--- config.mk ---
export PLATFORM = sky130hd
export DESIGN_NAME = regfile_banked
export DESIGN_NICKNAME = d
export VERILOG_FILES = /design/src/rtl/regfile_banked.sv
export SDC_FILE = /design/constraint.sdc
export NUM_CORES = 1
export LEC_CHECK = 0
export CORE_ASPECT_RATIO = 1.4
export CORE_MARGIN = 2
export CORE_UTILIZATION = 25
export DETAILED_ROUTE_END_ITERATION = 10
export HOLD_SLACK_MARGIN = 0.08
export SYNTH_ARGS = -nofsm -noshare
export SYNTH_HDL_FRONTEND = slang
export SYNTH_SLANG_ARGS = --single-unit
--- constraint.sdc ---
create_clock -name clk_i -period 5.2 [get_ports clk_i]
set_input_delay 0.52 -clock clk_i [delete_from_list [all_inputs] [get_ports clk_i]]
set_output_delay 0.52 -clock clk_i [all_outputs]
set_load 0.02 [all_outputs]
--- src/rtl/regfile_banked.sv ---
// Banked register file: DEPTH x DATA_W active bank with write-to-read bypass, condition bit,
// and a shadow bank filled or drained one register per cycle by a save/restore sequencer.
module regfile_banked #(
  parameter int DATA_W   = 8,
  parameter int ADDR_W   = 3,
  parameter int ZERO_REG = 0
) (
  input  logic              clk_i,
  input  logic              reset_n_i,
  input  logic              write_i,
  input  logic [ADDR_W-1:0] write_addr_i,
  input  logic [DATA_W-1:0] write_data_i,
  input  logic              write_CB_i,
  input  logic              cb_data_i,
  input  logic [ADDR_W-1:0] rs_addr_i,
  input  logic [ADDR_W-1:0] rt_addr_i,
  input  logic              save_i,
  input  logic              restore_i,
  output logic [DATA_W-1:0] rs_data_o,
  output logic [DATA_W-1:0] rt_data_o,
  output logic              cb_data_o,
  output logic              busy_o,
  output logic              done_o
);

  localparam int DEPTH = 1 << ADDR_W;

  typedef enum logic [1:0] {IDLE, SAVE, RESTORE} state_t;

  state_t            state_q;
  logic [ADDR_W-1:0] idx_q;
  logic [DATA_W-1:0] active_q [DEPTH];
  logic [DATA_W-1:0] shadow_q [DEPTH];
  logic              cb_q;
  logic              shadow_cb_q;

  logic idle;
  logic wr_ok;
  logic cb_wr;
  logic last_idx;

  assign idle     = (state_q == IDLE);
  assign wr_ok    = write_i && idle && !((ZERO_REG != 0) && (write_addr_i == '0));
  assign cb_wr    = write_CB_i && idle;
  assign last_idx = (idx_q == ADDR_W'(DEPTH - 1));

  // Register 0 masking wins over bypass; outputs are forced low while reset is held.
  function automatic logic [DATA_W-1:0] read_port(input logic [ADDR_W-1:0] addr);
    logic [DATA_W-1:0] val;
    val = active_q[addr];
    if (wr_ok && (addr == write_addr_i)) val = write_data_i;
    if ((ZERO_REG != 0) && (addr == '0)) val = '0;
    if (!reset_n_i) val = '0;
    return val;
  endfunction

  always_comb begin
    rs_data_o = read_port(rs_addr_i);
    rt_data_o = read_port(rt_addr_i);
    cb_data_o = reset_n_i && (cb_wr ? cb_data_i : cb_q);
  end

  always_ff @(posedge clk_i or negedge reset_n_i) begin
    if (!reset_n_i) begin
      for (int i = 0; i < DEPTH; i++) begin
        active_q[i] <= '0;
        shadow_q[i] <= '0;
      end
      cb_q        <= 1'b0;
      shadow_cb_q <= 1'b0;
      state_q     <= IDLE;
      idx_q       <= '0;
      busy_o      <= 1'b0;
      done_o      <= 1'b0;
    end else begin
      done_o <= 1'b0;
      case (state_q)
        IDLE: begin
          if (wr_ok) active_q[write_addr_i] <= write_data_i;
          if (cb_wr) cb_q <= cb_data_i;
          if (save_i) begin
            state_q <= SAVE;
            idx_q   <= '0;
            busy_o  <= 1'b1;
          end else if (restore_i) begin
            state_q <= RESTORE;
            idx_q   <= '0;
            busy_o  <= 1'b1;
          end
        end
        SAVE: begin
          shadow_q[idx_q] <= active_q[idx_q];
          if (last_idx) begin
            shadow_cb_q <= cb_q;
            state_q     <= IDLE;
            busy_o      <= 1'b0;
            done_o      <= 1'b1;
          end else begin
            idx_q <= idx_q + ADDR_W'(1);
          end
        end
        RESTORE: begin
          active_q[idx_q] <= shadow_q[idx_q];
          if (last_idx) begin
            cb_q    <= shadow_cb_q;
            state_q <= IDLE;
            busy_o  <= 1'b0;
            done_o  <= 1'b1;
          end else begin
            idx_q <= idx_q + ADDR_W'(1);
          end
        end
        default: begin
          state_q <= IDLE;
          busy_o  <= 1'b0;
        end
      endcase
    end
  end

endmodule

==> impl_metrics.json, run 1 <==
{
  "critical_path.cell_chain": "inv_1 -> ha_1 -> and2_1 -> nand4_1 -> o21ai_0 -> a21oi_1 -> clkdlybuf4s50_1",
  "syn_inst": 773,
  "area_growth_pct": 16.3,
  "period_share": 0.747,
  "yosysWarnings": 0,
  "cpMaxStageDelayCell": "nand4_1",
  "hold_viol_final": 0,
  "cp.depth": 7,
  "final_cell_mix": "nand2_1 (185), dfrtp_1 (136), o221ai_1 (64), clkdlybuf4s50_1 (41)",
  "yosys_register_bits": 137,
  "viasPerCell": 5.48,
  "drt_iter0_markers": 654,
  "die_w_um": 156,
  "crit_end": "rs_data_o[7]",
  "multi_input_area_mm2": 0.00434,
  "power_density_mw_per_mm2": 483,
  "status": "complete, no violations",
  "routed_wirelength_um": 25400,
  "drc_errors": 0,
  "crit_path_start": "state_q[0]$_DFFE_PN0P_",
  "fin_util": 0.294,
  "fin_ws_ps": 1310,
  "r2r_cells": 6,
  "start_util": 0.253,
  "drtPass1Iterations": 7,
  "ant_nets": 0,
  "dp_hpwl_um": 18400,
  "clockRootBuffer": "clkbuf_16",
  "finClkSkew_ps": 6.99,
  "place.gp.congestion": 0.937,
  "peakVddDrop_v": 0.000231,
  "regToRegStartpoint": "state_q[0]$_DFFE_PN0P_",
  "hold_path_class": "in -> async",
  "maxSlewViolCount": 0,
  "post_drt_wl_per_cell_um": 21.2,
  "p_leak_nw": 3.85,
  "port_buffers": 42,
  "cpLargestDelayFamily": "simple AND/OR/NAND/NOR gates",
  "maxCapViolCount": 0,
  "fin_nets": 819,
  "post-cts-setup-buffers": 0,
  "tns_ps": 0,
  "design.die.area_mm2": 0.0340,
  "core.rowCount": 78,
  "yosysSeqAreaShare": 0.421,
  "cts_buffers": 17,
  "tightest_slew_ps": 1320,
  "r2r_end": "active_q[4]$_DFFE_PN0P_",
  "max_slew_margin": 0.113,
  "ys_types": 50,
  "antenna_cells": 0,
  "cp_max_fo": 16,
  "die_h_um": 217,
  "grt_max_degree": 87,
  "antenna_found_initial": 1,
  "critPathLaunchType": "register",
  "synth_nets": 802,
  "boundaryPins": 43,
  "cts_tree": "built",
  "cp.arrival_ps": 3370,
  "vias": 6580,
  "ctsResizeCount": 0,
  "max_freq_ghz": 0.257,
  "end_kind": "primary output",
  "r2r_slack_ps": 2520,
  "clockBufferDepth": 2,
  "fillers": 3344,
  "seq_area_mm2": 0.00343,
  "synth_area_mm2": 0.00814,
  "ctsHoldBuffers": 0,
  "fp.coreArea_mm2": 0.0322,
  "syn_avg_cell_area_um2": 10.5,
  "fin_crit_ps": 3890,
  "htree_levels": 4,
  "grt_pass1_vias": 6550,
  "rsz0062_at_grt": "no",
  "place_ws_ps": 1330,
  "grt_util_all_layers": 0.153,
  "worstSkewPairLatency_ps": 430,
  "critPathMaxStageDelay_ps": 620,
  "grt_overflow_total": 0,
  "clkSinkCount": 137,
  "clk_pin_slew_ps": 60,
  "final_common_cell": "nand2_1",
  "cp_data_required_time_ps": 4680,
  "drive_gt1_frac": 0.163,
  "grt_pass1_wl_um": 39300,
  "setup_viol": 0,
  "critPathKind": "reg -> out",
  "path_buf_inv": 2
}
[cell families after synthesis]
kind of cell	after synthesis	share of synthesized area
flops	137	0.421
xor+xnor	6	0.00646
simple gates	254	0.143
mux	118	0.225
buf+inv	74	0.0449
compound gates	179	0.151
fa+ha+maj	5	0.00769
[worst register-to-register path: stages, from the launching register on]
cell and delay, ps:
dfrtp_1 380, inv_1 100, ha_1 160, buf_4 300, and4b_1 240, o21ai_1 1010, o221ai_1 300
[flip-flops by register name, indices dropped and copies added (netlist names)]
name         count
shadow_q        64
active_q        64
busy_o           1
idx_q            3
done_o           1
cb_q             1
state_q          2
shadow_cb_q      1
[final cells by class]
| class | count | area share |
|---|---|---|
| clock buffers | 19 | 0.0479 |
| clock inverters | 10 | 0.0127 |
| inverters | 9 | 0.00357 |
| multi-input cells | 562 | 0.459 |
| flip-flops and latches | 137 | 0.363 |
| well taps | 400 | 0.0529 |
| repair buffers | 63 | 0.0613 |
[per-stage QoR]
stage | cell area [µm²] | total power [mW] | instances | hold slack, ps
global placement | 8880 | 3.33 | 1171 | 449
global route | 9460 | 4.79 | 1200 | 180
detailed placement | 8880 | 3.36 | 1171 | 458
finish | 9460 | 4.57 | 1200 | 121
floorplan | 8140 | 2.82 | 773 | 224
CTS | 9460 | 4.57 | 1200 | 155
[Yosys cell counts, drive strengths merged]
master  number  area, µm²
nand2      185        694
dfrtp      137       3430
o221ai      64        561
o21ai       48        240
buf         46        253
mux2i       42        521
mux2        40        450
a21oi       36        180
mux4        36        863
clkbuf      19       78.8
nor2b       15       93.8
o22ai       14       87.6
inv          9       33.8
nand3        7       35.0
and2         6       37.5
nor2         6       25.0
nor4bb       6       60.1
xnor2        6       52.6
a22o         5       43.8
ha           5       62.6
and4b        4       40.0
nand2b       4       25.0
nor3b        4       30.0
nor4b        4       35.0
a211oi       3       32.5
a221o        3       30.0
nand4        3       18.8
and3b        2       17.5
o41ai        2       17.5
or2          2       12.5
a31o         1       8.76
a32oi        1       8.76
and3         1       6.26
and4         1       8.76
nand3b       1       7.51
nor3         1       5.00
nor4         1       6.26
o21a         1       7.51
o31ai        1       7.51
or3b         1       8.76
[how the worst min path moves through the flow]
stage | to | start | slack [ps] | depth (start not counted)
4_1_cts | done_o$_DFF_PN0_ | reset_n_i | 160 | 1
2_1_floorplan | active_q[0]$_DFFE_PN0P_ | reset_n_i | 220 | 0
3_5_place_dp | shadow_q[63]$_DFFE_PN0P_ | shadow_q[63]$_DFFE_PN0P_ | 460 | 2
5_1_grt | cb_q$_DFFE_PN0P_ | reset_n_i | 180 | 1
6_report | state_q[1]$_DFFE_PN0P_ | reset_n_i | 120 | 1
3_3_place_gp | shadow_q[63]$_DFFE_PN0P_ | shadow_q[63]$_DFFE_PN0P_ | 450 | 2
[where the power goes]
group / switching [mW] / total (mW) / leakage, nW / internal, mW
combinational: 0.980 / 1.70 / 1.70 / 0.719
clock: 0.474 / 1.20 / 0.278 / 0.725
sequential: 0.315 / 1.67 / 1.88 / 1.36
[layer usage]
metal / track usage / vias to the layer above / share of wire
met1: 0.182 / 3264 / 0.40
met4: 0.0765 / 2 / 0.044
met3: 0.0234 / 82 / 0.051
li1: - / 2926 / -
met2: 0.265 / 306 / 0.51
met5: 0 / - / 0.00031
Power figures use the tool's default switching activity.
==> inputs of run 2 (changes only) <==
==> constraint.sdc (replaced) <==
create_clock -name clk_i -period 3.82 [get_ports clk_i]
set_input_delay 0.382 -clock clk_i [delete_from_list [all_inputs] [get_ports clk_i]]
set_output_delay 0.382 -clock clk_i [all_outputs]
set_load 0.02 [all_outputs]
==> run 2 against run 1 <==
Net effect: global-route usage is 0.34 points higher; core utilization grew 0.17 points; sequential share of layout area shrank 0.21 points; first-iteration DRC count down 19%; total power grew 36%; final cell count grew 0.92%; die area unchanged; sequential power grew 41%; clock skew grew 2.7 ps; worst setup slack worse by 720 ps; largest power group is now registers.
==> impl_metrics.json, run 2 (synthesized netlist as in run 1, its figures left out) <==
{
  "period_share": 0.846,
  "worstSkewPairLatency_ps": 440,
  "cp.arrival_ps": 2850,
  "cts_tree": "built",
  "area_growth_pct": 16.9,
  "drtPass1Iterations": 5,
  "start_util": 0.253,
  "peakVddDrop_v": 0.000276,
  "boundaryPins": 43,
  "cp_max_fo": 10,
  "clockBufferDepth": 2,
  "design_area_mm2": 0.00951,
  "tightest_slew_ps": 1250,
  "grt_pass1_vias": 6722,
  "die_w_um": 156,
  "dp_hpwl_um": 19200,
  "ctsResizeCount": 0,
  "design.die.area_mm2": 0.0340,
  "power_density_mw_per_mm2": 654,
  "antenna_cells": 0,
  "end_kind": "primary output",
  "viasPerCell": 5.46,
  "rsz0062_at_grt": "no",
  "p_leak_nw": 3.88,
  "finClkSkew_ps": 9.65,
  "max_freq_ghz": 0.310,
  "hold_viol_final": 0,
  "top_regs": "active_q: 64 flops, shadow_q: 64 flops, idx_q: 3 flops",
  "clockRootBuffer": "clkbuf_16",
  "htree_levels": 4,
  "routed_wirelength_um": 25700,
  "cts_buffers": 17,
  "grt_pass1_wl_um": 40200,
  "port_buffers": 42,
  "place_area_mm2": 0.00894,
  "setup_viol": 0,
  "max_slew_margin": 0.159,
  "core.rowCount": 78,
  "maxSlewViolCount": 0,
  "clkSinkCount": 137,
  "tns_ps": 0,
  "grt_util_all_layers": 0.156,
  "ctsHoldBuffers": 1,
  "antenna_found_initial": 0,
  "final_common_cell": "nand2_1",
  "maxCapViolCount": 0,
  "place.gp.congestion": 0.953,
  "fin_nets": 827,
  "ant_nets": 0,
  "vias": 6608,
  "fin_crit_ps": 3230,
  "critPathKind": "in -> out",
  "hold_slack_ps": 386,
  "grt_max_degree": 58,
  "post-cts-setup-buffers": 0,
  "die_h_um": 217,
  "drive_gt1_frac": 0.170,
  "drc_errors": 0,
  "critPathLaunchType": "input port",
  "cp_data_required_time_ps": 3440,
  "drt_iter0_markers": 533,
  "clk_pin_slew_ps": 60,
  "post_drt_wl_per_cell_um": 21.2,
  "hold_path_class": "in -> async",
  "fp.coreArea_mm2": 0.0322,
  "finalPower_mw": 6.22,
  "grt_overflow_total": 0,
  "status": "complete, no violations",
  "final_cell_mix": "nand2_1 (185), dfrtp_1 (136), o221ai_1 (64), clkdlybuf4s50_1 (41)"
}
[run 2: final cells by class]
class	instances	area [µm²]
clock buffers	19	433
clock inverters	13	134
fillers	3366	22700
inverters	9	33.8
multi-input cells	562	4340
flip-flops and latches	137	3430
well taps	400	500
repair buffers	71	642
[run 2: critical path, cell delays in order]
cell,delay (ps)
clkdlybuf4s50_1,910
buf_4,240
mux4_2,480
a21oi_1,190
a21oi_1,90
clkdlybuf4s50_1,550
[run 2: final timing paths]
check                                               from                        to  slack, ps  depth (start not counted)
worst min-delay path                           reset_n_i   active_q[6]$_DFFE_PN0P_        390                          2
max in group asynchronous                      reset_n_i  shadow_q[51]$_DFFE_PN0P_       1850                          4
min in group clk_i              shadow_q[63]$_DFFE_PN0P_  shadow_q[63]$_DFFE_PN0P_        460                          2
worst max-delay path                        rt_addr_i[1]              rt_data_o[2]        590                          6
worst max register to register    state_q[0]$_DFFE_PN0P_  active_q[16]$_DFFE_PN0P_        850                          5
worst min register to register  shadow_q[63]$_DFFE_PN0P_  shadow_q[63]$_DFFE_PN0P_        460                          2
[run 2: metrics by stage]
stage / worst slack, ps / std cells / util
after global placement: 611 / 1178 / 0.278
after global routing: 471 / 1211 / 0.295
after floorplan: 1730 / 773 / -
after detailed placement: 605 / 1178 / 0.278
final: 590 / 1211 / 0.295
after CTS: 593 / 1211 / 0.295
[run 2: power by group]
part | internal [mW] | total (mW) | switching (mW)
registers | 1.85 | 2.36 | 0.516
clock network | 0.913 | 1.61 | 0.702
logic | 0.987 | 2.24 | 1.25
[run 2: routing by layer]
metal  vias to the layer above  wire, µm  GRT usage
met5                         -         0          0
met4                         0      1310     0.0908
met3                        82      1410     0.0242
met2                       297     13100      0.268
met1                      3281      9890      0.184
li1                       2948         -          -
==> inputs of run 3 (changes only) <==
==> constraint.sdc (replaced) <==
create_clock -name clk_i -period 2.9 [get_ports clk_i]
set_input_delay 0.29 -clock clk_i [delete_from_list [all_inputs] [get_ports clk_i]]
set_output_delay 0.29 -clock clk_i [all_outputs]
set_load 0.02 [all_outputs]
==> run 3 against run 2 <==
Net effect: clock skew is 3.0 ps lower; worst setup slack worse by 490 ps; core utilization increased by 0.72 points; cell area increased by 2.4%; register-to-register slack got worse by 540 ps; non-clock buffer count grew 17; sequential power grew 32%; sequential share of layout area down 0.86 points; total power rose by 36%; largest power group unchanged; highest routed layer unchanged.
==> impl_metrics.json, run 3 (synthesized netlist as in run 1, its figures left out) <==
{
  "hold_viol_final": 0,
  "dp.cells": 1195,
  "clockRootBuffer": "clkbuf_16",
  "fin_crit_ps": 2800,
  "drt_iter0_markers": 545,
  "cp_max_fo": 8,
  "r2r_slack_ps": 310,
  "htree_levels": 4,
  "place.gp.congestion": 0.993,
  "area_growth_pct": 19.8,
  "boundaryPins": 43,
  "rsz0062_at_grt": "no",
  "top_regs": "active_q: 64 flops, shadow_q: 64 flops, idx_q: 3 flops",
  "r2r_end": "active_q[24]$_DFFE_PN0P_",
  "critPathMaxStageDelay_ps": 630,
  "grt_pass1_wl_um": 40100,
  "critical_path.cell_chain": "inv_1 -> ha_1 -> and2_1 -> nand4_1 -> buf_4 -> a21oi_1 -> clkdlybuf4s50_1",
  "status": "complete, no violations",
  "setup_viol": 0,
  "max_freq_ghz": 0.357,
  "worstSkewPairLatency_ps": 440,
  "r2r_cells": 5,
  "final_common_cell": "nand2_1",
  "regToRegStartpoint": "state_q[0]$_DFFE_PN0P_",
  "hold_path_class": "in -> async",
  "start_util": 0.253,
  "peakVddDrop_v": 0.000381,
  "antenna_found_initial": 0,
  "die_w_um": 156,
  "critPathLaunchType": "register",
  "final_cell_mix": "nand2_1 (185), dfrtp_1 (136), o221ai_1 (64), buf_4 (41)",
  "finClkSkew_ps": 6.67,
  "post_drt_wl_per_cell_um": 21.0,
  "cts_tree": "built",
  "fin_nets": 844,
  "p_leak_nw": 4.15,
  "clkSinkCount": 137,
  "clk_pin_slew_ps": 60,
  "max_slew_margin": 0.191,
  "clockBufferDepth": 2,
  "dp_hpwl_um": 19300,
  "core.rowCount": 78,
  "routed_wirelength_um": 25800,
  "drive_gt1_frac": 0.188,
  "cpMaxStageDelayCell": "clkdlybuf4s50_1",
  "maxCapViolCount": 0,
  "antenna_cells": 0,
  "vias": 6706,
  "maxSlewViolCount": 0,
  "design.die.area_mm2": 0.0340,
  "tns_ps": 0,
  "period_share": 0.965,
  "viasPerCell": 5.47,
  "tightest_slew_ps": 1210,
  "end_kind": "primary output",
  "grt_pass1_vias": 6698,
  "cp.arrival_ps": 2510,
  "grt_max_degree": 52,
  "grt_util_all_layers": 0.157,
  "critPathKind": "reg -> out",
  "port_buffers": 42,
  "cts_buffers": 17,
  "die_h_um": 217,
  "grt_overflow_total": 0,
  "ant_nets": 0,
  "final_cells": 1226,
  "drc_errors": 0,
  "drtPass1Iterations": 7,
  "power_density_mw_per_mm2": 865,
  "cp_data_required_time_ps": 2610,
  "fp.coreArea_mm2": 0.0322
}
run 3: area by class of cell:
cell class,count,area [µm²]
clock buffers,18,439
clock inverters,12,165
fillers,3323,22500
inverters,9,33.8
multi-input cells,562,4340
flip-flops and latches,137,3430
well taps,400,500
repair buffers,88,837
run 3: how the worst max path moves through the flow:
stage                                start                       end
floorplan           state_q[0]$_DFFE_PN0P_              rs_data_o[5]
global placement              rs_addr_i[1]              rs_data_o[5]
detailed placement         write_addr_i[2]  active_q[24]$_DFFE_PN0P_
CTS                 state_q[0]$_DFFE_PN0P_              rs_data_o[3]
global route        state_q[0]$_DFFE_PN0P_              rt_data_o[0]
finish              state_q[0]$_DFFE_PN0P_              rt_data_o[3]
run 3: metrics by stage:
step | utilization | hold slack, ps | total power [mW] | area [µm²] | setup WS [ps]
CTS | 0.302 | 278 | 8.42 | 9730 | 7.96
floorplan | - | -5.59 | 5.06 | 8140 | 955
global placement | 0.283 | 173 | 6.07 | 9110 | 204
global route | 0.303 | 299 | 8.86 | 9750 | 4.85
finish | 0.303 | 284 | 8.43 | 9750 | 100
detailed placement | 0.283 | 174 | 6.13 | 9110 | 188
run 3: worst max-delay path: cells and delay by family, from the launching register on:
family                     cells  cell delay [ps]
DFF                            1              380
AOI/OAI and AO/OA              1              150
buffers and inverters          3              950
adders and majority gates      1              170
and+or+nand+nor                2              420
run 3: metal layers:
metal | GRT usage | vias to the layer above | routed length (µm) | part of all wire
met2 | 0.279 | 290 | 13400 | 0.52
li1 | - | 2983 | - | -
met1 | 0.181 | 3341 | 9970 | 0.39
met4 | 0.0838 | 0 | 1310 | 0.051
met3 | 0.0225 | 92 | 1130 | 0.044
met5 | 0 | - | 0 | 0
run 3: timing repair:
| action | in CTS | in global routing |
|---|---|---|
| endpoints found under the hold margin | 10 | 0 |
| resized for setup | 2 | 8 |
| hold buffers | 1 | 0 |
| setup endpoints to repair | 2 | 8 |
| buffers inserted | 0 | 0 |
run 3: power by group:
part	internal, mW	switching (mW)
logic	1.36	1.67
registers	2.43	0.680
clock network	1.38	0.908
total	5.17	3.26
